**config.mk**
```make
export PLATFORM = sky130hd
export DESIGN_NAME = gf_pow_seq
export DESIGN_NICKNAME = d
export VERILOG_FILES = /design/src/rtl/gf_pow_seq.sv
export SDC_FILE = /design/constraint.sdc
export NUM_CORES = 1
export LEC_CHECK = 0
export CORE_AREA = 2 2 62 64
export CTS_CLUSTER_SIZE = 28
export DETAILED_ROUTE_END_ITERATION = 7
export DIE_AREA = 0 0 64 66
export PLACE_DENSITY = 0.81
export SLEW_MARGIN = 15
export SYNTH_ARGS = -nofsm -noshare
export SYNTH_HDL_FRONTEND = slang
export SYNTH_SLANG_ARGS = --single-unit
```
**constraint.sdc**
```tcl
create_clock -name clk -period 2.6 [get_ports clk]
set_input_delay 0.52 -clock clk [delete_from_list [all_inputs] [get_ports clk]]
set_output_delay 0.52 -clock clk [all_outputs]
set_load 0.02 [all_outputs]
```
**src/rtl/gf_pow_seq.sv**
```systemverilog
// Sequential GF(2^M) exponentiator: left-to-right square-and-multiply, one exponent bit per cycle.
// Inverse mode raises x to 2^M-2, which is x^-1 for nonzero x and 0 for x=0.
`timescale 1ns/1ps
module gf_pow_seq #(
  parameter int unsigned M    = 6,
  parameter logic [M:0]  POLY = 7'b1000011,
  parameter int unsigned EW   = 6
) (
  input  logic          clk,
  input  logic          rst_n,
  input  logic          in_valid,
  output logic          in_ready,
  input  logic [M-1:0]  x,
  input  logic [EW-1:0] e,
  input  logic          inv,
  output logic          out_valid,
  input  logic          out_ready,
  output logic [M-1:0]  y,
  output logic          busy
);

  localparam int unsigned XW = (EW > M) ? EW : M;
  localparam int unsigned CW = (XW > 1) ? $clog2(XW) : 1;
  localparam logic [XW-1:0] InvExp   = XW'((32'd1 << M) - 32'd2);
  localparam logic [CW-1:0] CntNorm  = CW'(EW - 1);
  localparam logic [CW-1:0] CntInv   = CW'(XW - 1);
  localparam logic [M-1:0]  One      = M'(1);

  typedef enum logic [1:0] {StIdle, StRun, StDone} state_e;

  state_e          state_q, state_d;
  logic [M-1:0]    x_q, x_d;
  logic [XW-1:0]   exp_q, exp_d;
  logic [CW-1:0]   cnt_q, cnt_d;
  logic [M-1:0]    acc_q, acc_d;
  logic            out_valid_q, out_valid_d;
  logic            busy_q, busy_d;
  logic            in_ready_q, in_ready_d;

  // Shift-and-add multiply, MSB of b first, reducing after every shift.
  function automatic logic [M-1:0] gf_mul(input logic [M-1:0] a, input logic [M-1:0] b);
    logic [M-1:0] r;
    r = '0;
    for (int i = M - 1; i >= 0; i--) begin
      r = {r[M-2:0], 1'b0} ^ (r[M-1] ? POLY[M-1:0] : '0);
      if (b[i]) r = r ^ a;
    end
    return r;
  endfunction

  // Squaring over GF(2) only interleaves zeros; the reduction does the real work.
  function automatic logic [M-1:0] gf_sq(input logic [M-1:0] a);
    logic [2*M-2:0] p;
    p = '0;
    for (int i = 0; i < M; i++) p[2*i] = a[i];
    for (int k = 2 * M - 2; k >= M; k--) begin
      if (p[k]) p[k -: M+1] = p[k -: M+1] ^ POLY;
    end
    return p[M-1:0];
  endfunction

  logic [M-1:0] sq;
  logic [M-1:0] prod;
  logic [M-1:0] step;

  always_comb begin
    sq   = gf_sq(acc_q);
    prod = gf_mul(sq, x_q);
    step = exp_q[cnt_q] ? prod : sq;
  end

  always_comb begin
    state_d = state_q;
    x_d     = x_q;
    exp_d   = exp_q;
    cnt_d   = cnt_q;
    acc_d   = acc_q;
    unique case (state_q)
      StIdle: begin
        if (in_valid && in_ready_q) begin
          x_d     = x;
          exp_d   = inv ? InvExp : XW'(e);
          cnt_d   = inv ? CntInv : CntNorm;
          acc_d   = One;
          state_d = StRun;
        end
      end
      StRun: begin
        acc_d = step;
        if (cnt_q == '0) begin
          state_d = StDone;
        end else begin
          cnt_d = cnt_q - CW'(1);
        end
      end
      StDone: begin
        if (out_ready) state_d = StIdle;
      end
      default: state_d = StIdle;
    endcase
    // Handshake flags are registered copies of the next state.
    out_valid_d = (state_d == StDone);
    busy_d      = (state_d != StIdle);
    in_ready_d  = (state_d == StIdle);
  end

  always_ff @(posedge clk or negedge rst_n) begin
    if (!rst_n) begin
      state_q     <= StIdle;
      x_q         <= '0;
      exp_q       <= '0;
      cnt_q       <= '0;
      acc_q       <= '0;
      out_valid_q <= 1'b0;
      busy_q      <= 1'b0;
      in_ready_q  <= 1'b0;
    end else begin
      state_q     <= state_d;
      x_q         <= x_d;
      exp_q       <= exp_d;
      cnt_q       <= cnt_d;
      acc_q       <= acc_d;
      out_valid_q <= out_valid_d;
      busy_q      <= busy_d;
      in_ready_q  <= in_ready_d;
    end
  end

  assign in_ready  = in_ready_q;
  assign out_valid = out_valid_q;
  assign busy      = busy_q;
  assign y         = acc_q;

`ifndef SYNTHESIS
  a_hold_result: assert property (@(posedge clk) disable iff (!rst_n)
    out_valid_q && !out_ready |=> out_valid_q && $stable(acc_q));
  a_ready_idle: assert property (@(posedge clk) disable iff (!rst_n)
    in_ready_q |-> !busy_q && !out_valid_q);
`endif

endmodule

```
==> results of run 1 <==
[logic make-up (layout without fill, tap and decap cells)]
| kind of cell | count (synthesis) | after routing | synth area share, % |
|---|---|---|---|
| and+or+nand+nor | 76 | 76 | 19.84 |
| xor gates and xnor gates | 28 | 28 | 16.18 |
| DFF | 26 | 26 | 35.21 |
| muxes | 13 | 13 | 8.260 |
| buffers and inverters | 21 | 42 | 6.026 |
| AOI/OAI and AO/OA | 35 | 35 | 13.13 |
| adders and majority gates | 2 | 2 | 1.354 |
[power by group through the flow]
stage / registers [W] / clock network, W / logic [W]
after CTS: 0.000896 / 0.000285 / 0.00233
after floorplan: 0.000800 / 0 / 0.00193
final: 0.000900 / 0.000276 / 0.00233
after detailed placement: 0.000905 / 0 / 0.00231
after global routing: 0.000936 / 0.000301 / 0.00255
after global placement: 0.000894 / 0 / 0.00226
[synthesized netlist by cell type (all sizes together), types with 5 or more instances]
library cell / number
nand2: 30
dfrtp: 26
nor2: 19
xnor2: 17
a21oi: 9
clkbuf: 9
xor2: 9
mux2: 8
o21ai: 8
buf: 6
inv: 6
nand2b: 6
nor2b: 5
[per-stage QoR]
stage,hold WS [ns],total power [W]
floorplan,0.2244,0.002735
global placement,0.5065,0.003149
detailed placement,0.5164,0.003218
CTS,0.5105,0.003511
global route,0.5309,0.003792
finish,0.5093,0.003503
[sequential cells by signal (all words and copies together), names as in the netlist]
register / cells
exp_q: 6
x_q: 6
y: 6
cnt_q: 3
state_q: 2
busy: 1
in_ready: 1
out_valid: 1
[worst max-delay path by stage]
| stage | start | end |
|---|---|---|
| after global routing | y[4] | y[3] |
| after CTS | y[3] | y[4] |
| final | y[3] | y[4] |
| after global placement | y[3] | y[4] |
| after detailed placement | y[3] | y[4] |
| after floorplan | y[3] | y[3] |
[layout make-up]
| class | instances | share of cell area, % |
|---|---|---|
| clock inverter | 1 | 1.378 |
| multi-input combinational | 154 | 50.06 |
| timing repair buffer | 32 | 13.89 |
| tap | 48 | 2.755 |
| clock buffer | 3 | 1.033 |
| inverter | 6 | 1.033 |
| sequential | 26 | 29.85 |
[worst register-to-register path, delay by kind of cell (launching register included)]
| kind | cells | cell delay [ns] |
|---|---|---|
| compound gates | 2 | 0.29 |
| simple gates | 2 | 0.29 |
| xor+xnor | 3 | 0.97 |
| flops | 1 | 0.60 |
[per-layer routing]
layer	vias to the layer above	GRT usage, %	share of wire, %
met4	0	5.435	0.74
met3	2	2.726	4.4
met2	37	33.07	50
met5	-	0	0
li1	724	-	-
met1	710	25.22	45
==> impl_metrics.csv, run 1 <==
group,metric,value,unit
placed_design,dp_hpwl,2770,um
sta,fin_skew,0.002312,ns
floorplanning,io_pins,26,
worst_setup_path,crit_required,2.81,ns
synth,syn_area,1848,um^2
drt,first_pass_iters,4,
synth,ys_seq_elements,26,
sta,fin_setup_tns,0,ns
worst_setup_path,cp-end-kind,"flip-flop",
floorplanning,die_h,66,um
clock_tree,cts_resized,0,
layout,area_delta_synth_final,17.94,%
clock_tree,cts-root-buf,"clkbuf_4",
placed_design,globalplace.congestion,0.9416,
grt,grt_pass1_wl,6251,um
worst_setup_path,crit_top_cell,"xnor3_1",
clock_tree,htree_levels,1,
placed_design,place_inst,266,
floorplanning,die_w,64,um
power_and_ir_drop,clkPwrFrac,7.9,%
sta,max_freq,0.4445,GHz
grt,first_global_vias,1355,
layout,utilization,61.38,%
clock_tree,clock-sinks,26,
sta,final_max_slew_viol_count,0,
layout,n_fill_cell,299,
layout,multi_input_area,1091,um^2
sta,final-setup-viol-count,0,
sta,rsz0062_at_grt,"false",
sta,fin_crit,2.250,ns
power_and_ir_drop,irDropWorstVdd,0.6721,mV
power_and_ir_drop,power_leakage,0.9091,nW
power_and_ir_drop,switching_power,0.001583,W
sta,period_share,86.54,%
floorplanning,initial_core_util,52.04,%
drt,antenna_left,0,
layout,area.sequential,650.6,um^2
power_and_ir_drop,power_frac_seq,25.7,%
worst_setup_path,critPathLaunchType,"flip-flop",
worst_setup_path,cp_max_fo,13,
placed_design,port_buffers,25,
worst_setup_path,r2r_cells,7,
worst_setup_path,cp.depth,7,
synth,synth_edf_count,0,
power_and_ir_drop,pwr-share-comb,66.4,%
synth,syn_inst,201,
sta,slew_headroom,62.69,%
layout,diodes,0,
power_and_ir_drop,cell_internal_pwr,0.001920,W
clock_tree,cts_buffers,3,
synth,synth_area_leader_cell,"dfrtp_1",
worst_setup_path,cp.arrival,2.46,ns
synth,yosys_most_used_dff,"dfrtp_1",
synth,synth_warnings,0,
layout,layout-drive-gt1-share,12.61,%
power_and_ir_drop,p_per_area,1607,nW/um^2
synth,synth_area_leaders,"dfrtp_1 (35%), xnor2_1 (7.6%), nand2_1 (6.1%), mux2_2 (4.9%), nor2_1 (3.9%)",
status,status,"complete, no violations",
worst_setup_path,worst_path_max_delay_cell,"dfrtp_1",
layout,layout.nets,242,
layout,fin_area,2180,um^2
job,max_cap_viol_count,0,
synth,yosys.area.top_type_share,35.21,%
clock_tree,cts_hold_buf,0,
synth,synth_cell_types,48,
drt,drcViolationCount,0,
floorplanning,rows,22,
clock_tree,clk_latency,0.32,ns
worst_setup_path,r2r_end,"y[4]",
synth,yosysSeqAreaShare,35.21,%
clock_tree,tritoncts,"yes",
worst_setup_path,r2r_slack,0.35,ns
worst_setup_path,cpLargestDelayFamily,"XOR/XNOR gates",
layout,final_common_cell,"nand2_1",
worst_setup_path,path_cells,"nand2_1, xnor3_1, xnor3_1, xor2_1, and3_1, a211oi_1, o21ai_1",
synth,synth_fp_nets,220,
sta,hold_viol_final,0,
sta,worstMarginPinSlew,0.5586,ns
clock_tree,cts_setup_buffers,0,
placed_design,place_ws,0.3389,ns
worst_setup_path,crit_type,"reg2reg",
clock_tree,cts_max_path_buffers,2,
floorplanning,dieArea,4224,um^2
worst_setup_path,cp_slowest_stage_delay,0.60,ns
drt,viasPerCell,5.456,
clock_tree,clk_pin_slew_worst_paths,0.14,ns
synth,synthArstFlopShare,100.0,%
worst_setup_path,crit_buf_inv,0,
placed_design,placed_area,2127,um^2
drt,wl,3673,um
drt,wl_per_cell,13.60,um
worst_hold_path,min_path_type,"in2async",
floorplanning,coreArea,3551,um^2
drt,vias,1473,
synth,syn_area_per_cell,9.194,um^2
grt,grt_max_degree,21,
grt,antenna_found_initial,0,
layout,layout_common_cells,"nand2_1 (30), dfrtp_1 (26), clkdlybuf4s50_1 (25)",
grt,grt_util_all_layers,19.22,%
layout,fin_cells,270,
worst_setup_path,r2r-start,"y[3]",
power_and_ir_drop,swShare,45.19,%
drt,dr.first_iter.drc_count,89,
grt,overflow,0,
sta,worst_slack,0.3501,ns
Note: power is estimated with default switching activity, not from simulation.
==> inputs of run 2 (changes only) <==
--- a/config.mk
+++ b/config.mk
@@ -5,11 +5,14 @@
 export SDC_FILE = /design/constraint.sdc
 export NUM_CORES = 1
 export LEC_CHECK = 0
-export CORE_AREA = 2 2 62 64
+export CELL_PAD_IN_SITES_DETAIL_PLACEMENT = 1
+export CELL_PAD_IN_SITES_GLOBAL_PLACEMENT = 2
+export CORE_AREA = 2 2 77 79
 export CTS_CLUSTER_SIZE = 28
 export DETAILED_ROUTE_END_ITERATION = 7
-export DIE_AREA = 0 0 64 66
-export PLACE_DENSITY = 0.81
+export DIE_AREA = 0 0 79 81
+export HOLD_SLACK_MARGIN = 0.08
+export PLACE_DENSITY = 0.83
 export SLEW_MARGIN = 15
 export SYNTH_ARGS = -nofsm -noshare
 export SYNTH_HDL_FRONTEND = slang
==> run 2 against run 1 <==
- clock skew barely moved
- die area rose by 51%
- cell count rose by 10%
- via count fell by 0.34%
- design area rose by 1.7%
- fmax fell by 2.7%
- global-route usage fell by 4.4 points
- flip-flop and latch count did not move
- sequential power barely moved
- core utilization fell by 22 points
- critical path depth did not move
- critical path type unchanged
- critical endpoint unchanged
==> impl_metrics.csv, run 2 (synthesized netlist as in run 1, its figures left out) <==
group,metric,value,unit
status,status,"complete, no violations",
power_and_ir_drop,p_per_area,1592,nW/um^2
grt,grt_max_degree,27,
clock_tree,cts_hold_buf,0,
clock_tree,clk_latency,0.27,ns
worst_setup_path,cp.arrival,2.46,ns
layout,layout-drive-gt1-share,13.00,%
worst_setup_path,r2r_cells,7,
placed_design,dp_hpwl,3440,um
worst_setup_path,critPathLaunchType,"flip-flop",
worst_hold_path,hold_depth,2,
sta,max_freq,0.4322,GHz
power_and_ir_drop,pwr-share-comb,68.0,%
floorplanning,coreArea,5675,um^2
drt,vias,1468,
drt,drcViolationCount,0,
sta,final_max_slew_viol_count,0,
drt,viasPerCell,4.926,
clock_tree,tritoncts,"yes",
grt,antenna_found_initial,0,
worst_setup_path,worst_path_max_delay_cell,"dfrtp_1",
clock_tree,cts_resized,0,
worst_setup_path,path_cells,"nand2_1, xnor3_1, xnor3_1, xor2_1, and3_1, a211oi_1, o21ai_1",
drt,antenna_left,0,
drt,wl_per_cell,14.98,um
placed_design,port_buffers,25,
worst_setup_path,crit_type,"reg2reg",
sta,period_share,88.98,%
job,max_cap_viol_count,0,
power_and_ir_drop,cell_internal_pwr,0.001886,W
worst_setup_path,r2r-start,"x_q[3]",
power_and_ir_drop,clkPwrFrac,6.5,%
grt,grt_util_all_layers,14.80,%
layout,layout_common_cells,"nand2_1 (30), dfrtp_1 (26), clkdlybuf4s50_1 (25)",
floorplanning,dieArea,6399,um^2
drt,wl,4463,um
placed_design,globalplace.congestion,0.8195,
floorplanning,rows,28,
worst_setup_path,crit_required,2.74,ns
power_and_ir_drop,power_frac_seq,25.6,%
layout,fin_area,2217,um^2
worst_setup_path,critPathLaunch,"x_q[3]",
sta,worstMarginPinSlew,0.5931,ns
worst_hold_path,worstHoldStart,"exp_q[2]",
worst_hold_path,min_path_type,"reg2reg",
sta,rsz0062_at_grt,"false",
sta,worst_slack,0.2864,ns
worst_setup_path,r2r_slack,0.29,ns
power_and_ir_drop,irDropWorstVdd,0.5124,mV
worst_setup_path,cp_max_fo,11,
floorplanning,io_pins,26,
floorplanning,die_w,79,um
floorplanning,die_h,81,um
sta,hold_viol_final,0,
grt,first_global_vias,1497,
layout,final_common_cell,"nand2_1",
clock_tree,cts_setup_buffers,0,
sta,fin_crit,2.314,ns
clock_tree,cts-root-buf,"clkbuf_8",
drt,first_pass_iters,4,
layout,diodes,0,
sta,fin_setup_tns,0,ns
clock_tree,cts_buffers,3,
worst_setup_path,crit_top_cell,"xnor3_1",
drt,dr.first_iter.drc_count,61,
clock_tree,clock-sinks,26,
worst_setup_path,cp-end-kind,"flip-flop",
sta,fin_skew,0.002640,ns
layout,area_delta_synth_final,19.97,%
worst_hold_path,hold_end,"exp_q[2]",
placed_design,place_ws,0.2608,ns
layout,n_fill_cell,701,
grt,grt_pass1_wl,7507,um
grt,overflow,0,
floorplanning,initial_core_util,32.56,%
power_and_ir_drop,swShare,46.55,%
power_and_ir_drop,switching_power,0.001643,W
worst_setup_path,cp_slowest_stage_delay,0.58,ns
sta,hold_ws,0.5338,ns
worst_setup_path,r2r_end,"y[4]",
clock_tree,clk_pin_slew_worst_paths,0.09,ns
sta,slew_headroom,60.38,%
layout,layout.nets,244,
sta,final-setup-viol-count,0,
placed_design,placed_area,2176,um^2
power_and_ir_drop,power_leakage,0.9129,nW
clock_tree,cts_max_path_buffers,2,
clock_tree,htree_levels,1,
## run 2: cell types whose count changed in the layout (fill, tap and decap cells not counted), sizes merged
cell / delta
bufinv: -1
buf: +2
## run 2: worst max-delay path by stage
| stage | to | slack [ns] | cells after the start |
|---|---|---|---|
| final | y[4] | 0.29 | 7 |
| after global routing | y[4] | 0.16 | 7 |
| after CTS | y[4] | 0.24 | 7 |
| after detailed placement | y[4] | 0.26 | 7 |
| after global placement | y[4] | 0.32 | 7 |
| after floorplan | y[3] | 0.52 | 8 |
## run 2: power by group through the flow
| stage | Combinational, W | Clock [W] | Sequential, W |
|---|---|---|---|
| 2_1_floorplan | 0.00193 | 0 | 0.000800 |
| 3_3_place_gp | 0.00236 | 0 | 0.000907 |
| 3_5_place_dp | 0.00241 | 0 | 0.000919 |
| 4_1_cts | 0.00242 | 0.000242 | 0.000909 |
| 5_1_grt | 0.00267 | 0.000258 | 0.000951 |
| 6_report | 0.00240 | 0.000228 | 0.000903 |
## run 2: worst max-delay path, delay by kind of cell, from the launching register on
| family | cells | cell delay (ns) |
|---|---|---|
| simple gates | 2 | 0.33 |
| flops | 1 | 0.58 |
| compound gates | 2 | 0.33 |
| xor+xnor | 3 | 0.95 |
## run 2: cell type report
type                       instances  area, um^2  share of cell area [%]
tap                               75       93.84                   4.232
sequential                        26       650.6                   29.35
clock buffer                       3       41.29                   1.862
multi-input combinational        154        1091                   49.21
inverter                           6       22.52                   1.016
timing repair buffer              34       317.8                   14.33
## run 2: per-layer routing
| layer | vias to the layer above | wire length, um | GRT usage (%) | part of all wire [%] |
|---|---|---|---|---|
| li1 | 720 | - | - | - |
| met1 | 734 | 2113 | 19.61 | 47 |
| met2 | 12 | 2274 | 26.69 | 51 |
| met3 | 2 | 63 | 1.667 | 1.4 |
| met4 | 0 | 12 | 2.069 | 0.27 |
| met5 | - | 0 | 0 | 0 |
## run 2: metrics by stage
step	power [W]	utilization, %	std cells
floorplan	0.002735	-	201
global placement	0.003268	38.34	295
detailed placement	0.003331	38.34	295
CTS	0.003574	39.07	298
global route	0.003877	39.07	298
finish	0.003529	39.07	298
==> variant, RTL diff (settings of run 2) <==
`M`: 6 -> 7.
--- a/src/rtl/gf_pow_seq.sv
+++ b/src/rtl/gf_pow_seq.sv
@@ -4,3 +4,3 @@
 module gf_pow_seq #(
-  parameter int unsigned M    = 6,
+  parameter int unsigned M    = 7,
   parameter logic [M:0]  POLY = 7'b1000011,
Interface: changed (resized x and y); port bits go from 26 to 28. The function was not compared with the original's and may differ.
==> variant against run 2 <==
  * Sequential cell count increased by 3
  * Synthesized area decreased by 1.2%
  * Critical path type unchanged
  * Wire length decreased by 3.8%
  * Global-route usage increased by 0.17 points
  * Setup slack worse by 180 ps
  * Cell area up 5.6%
  * Total power grew 6.7%
==> variant: results (changes against run 2) <==
| Metric | Value |
|---|---|
| Worst EP arrival | `2710 ps (was 2460 ps)` |
| GR Layer Usage met1 | `20.0% (was 19.6%)` |
| CTS clk-pin slew, worst paths | `60 ps (was 90 ps)` |
| Sw Ratio | `44.8% (was 46.6%)` |
| Synth top area cells | `dfrtp_1 (40%), xnor2_1 (7.7%), nand2_1 (4.9%), mux2_2 (3.7%), a21oi_1 (3.6%) (was dfrtp_1 (35%), xnor2_1 (7.6%), nand2_1 (6.1%), mux2_2 (4.9%), nor2_1 (3.9%))` |
| Vias in the first global route | `1428 (was 1497)` |
| Distinct cell type count of the synthesized netlist | `46 (was 48)` |
| Initial DRC count | `64 (was 61)` |
| Largest net degree at the start of global routing | `30 (was 27)` |
| Crit path max fanout | `10 (was 11)` |
| Fin Clk Skew | `7.87 ps (was 2.64 ps)` |
| Critical path's largest stage delay | `520 ps (was 580 ps)` |
| Internal | `2080 uW (was 1890 uW)` |
| Share of cells above drive strength 1 | `15.4% (was 13.0%)` |
| Skew-Pair Late Insertion Delay | `290 ps (was 270 ps)` |
| HPWL Detailed | `3170 um (was 3440 um)` |
| Nets | `253 (was 244)` |
| Routed wire per std cell | `13.9 um (was 15.0 um)` |
| Total GRT Usage | `15.0% (was 14.8%)` |
| Vias per cell | `4.97 (was 4.93)` |
| Synth top cells by count | `dfrtp_1 (29), nand2_1 (24), nor2_1 (17), xnor2_1 (16), a21oi_1 (13) (was nand2_1 (30), dfrtp_1 (26), nor2_1 (19), xnor2_1 (16), a21oi_1 (9))` |
| Buffers on Ports | `27 (was 25)` |
| Seq/Total Area, Yosys | `39.7% (was 35.2%)` |
| H-tree Lvls | `2 (was 1)` |
| Clock power share | `11.1% (was 6.5%)` |
| Status | `complete, no violations (unchanged)` |
| Met3 Usage GRT | `3.44% (was 1.67%)` |
| GR met2 Demand/Resource | `23.6% (was 26.7%)` |
| P_leak | `0.000973 uW (was 0.000913 uW)` |
-- variant: logic make-up after synthesis --
family | synth area share [%]
muxes | 6.64
AOI/OAI and AO/OA | 17.3
buffers and inverters | 4.66
xor gates and xnor gates | 13.1
adders and majority gates | 1.37
and+or+nand+nor | 17.2
DFF | 39.7
-- variant: timing repair --
action                                  4_1_cts  5_1_grt
gates resized for setup                       0        4
endpoints found under the setup margin        0        2
buffers inserted                              0        2
-- variant: area by class of cell --
type,instances,area (sq um)
fillers,666,3330
multi-input cells,150,1030
flip-flops and latches,29,728
repair buffers,39,360
clock buffers,7,96.3
well taps,75,93.8
inverters,8,30.0
clock inverters,1,5.00
-- variant: per-layer routing --
| metal | vias up | part of all wire (%) |
|---|---|---|
| met5 | - | 0 |
| met3 | 7 | 3.4 |
| met1 | 747 | 50 |
| li1 | 756 | - |
| met4 | 0 | 1.7 |
| met2 | 26 | 44 |
-- variant: critical path: cells and delay by family, from the launching register on --
kind | cells | cell delay [ps]
compound gates | 3 | 680
buf+inv | 1 | 190
flops | 1 | 460
xor+xnor | 1 | 410
simple gates | 3 | 700
-- variant: path summary, 6_finish.rpt --
check                           startpoint  cells past startpoint  slack (ps)        to
worst max register to register        y[4]                      8         110      y[6]
min in group asynchronous            rst_n                      2         610  exp_q[6]
worst max-delay path                  y[4]                      8         110      y[6]
max in group asynchronous            rst_n                      2        1680      y[5]
worst min register to register    exp_q[5]                      2         520  exp_q[5]
worst min-delay path              exp_q[5]                      2         520  exp_q[5]
-- variant: metrics by stage --
step                instances  hold WS [ps]  util, %  setup slack (ps)
floorplan                 199           224        -              84.3
global placement          299           509     39.0               129
detailed placement        299           512     39.0              33.2
CTS                       307           532     40.8              19.9
global route              309           573     41.2              13.2
finish                    309           521     41.2               111
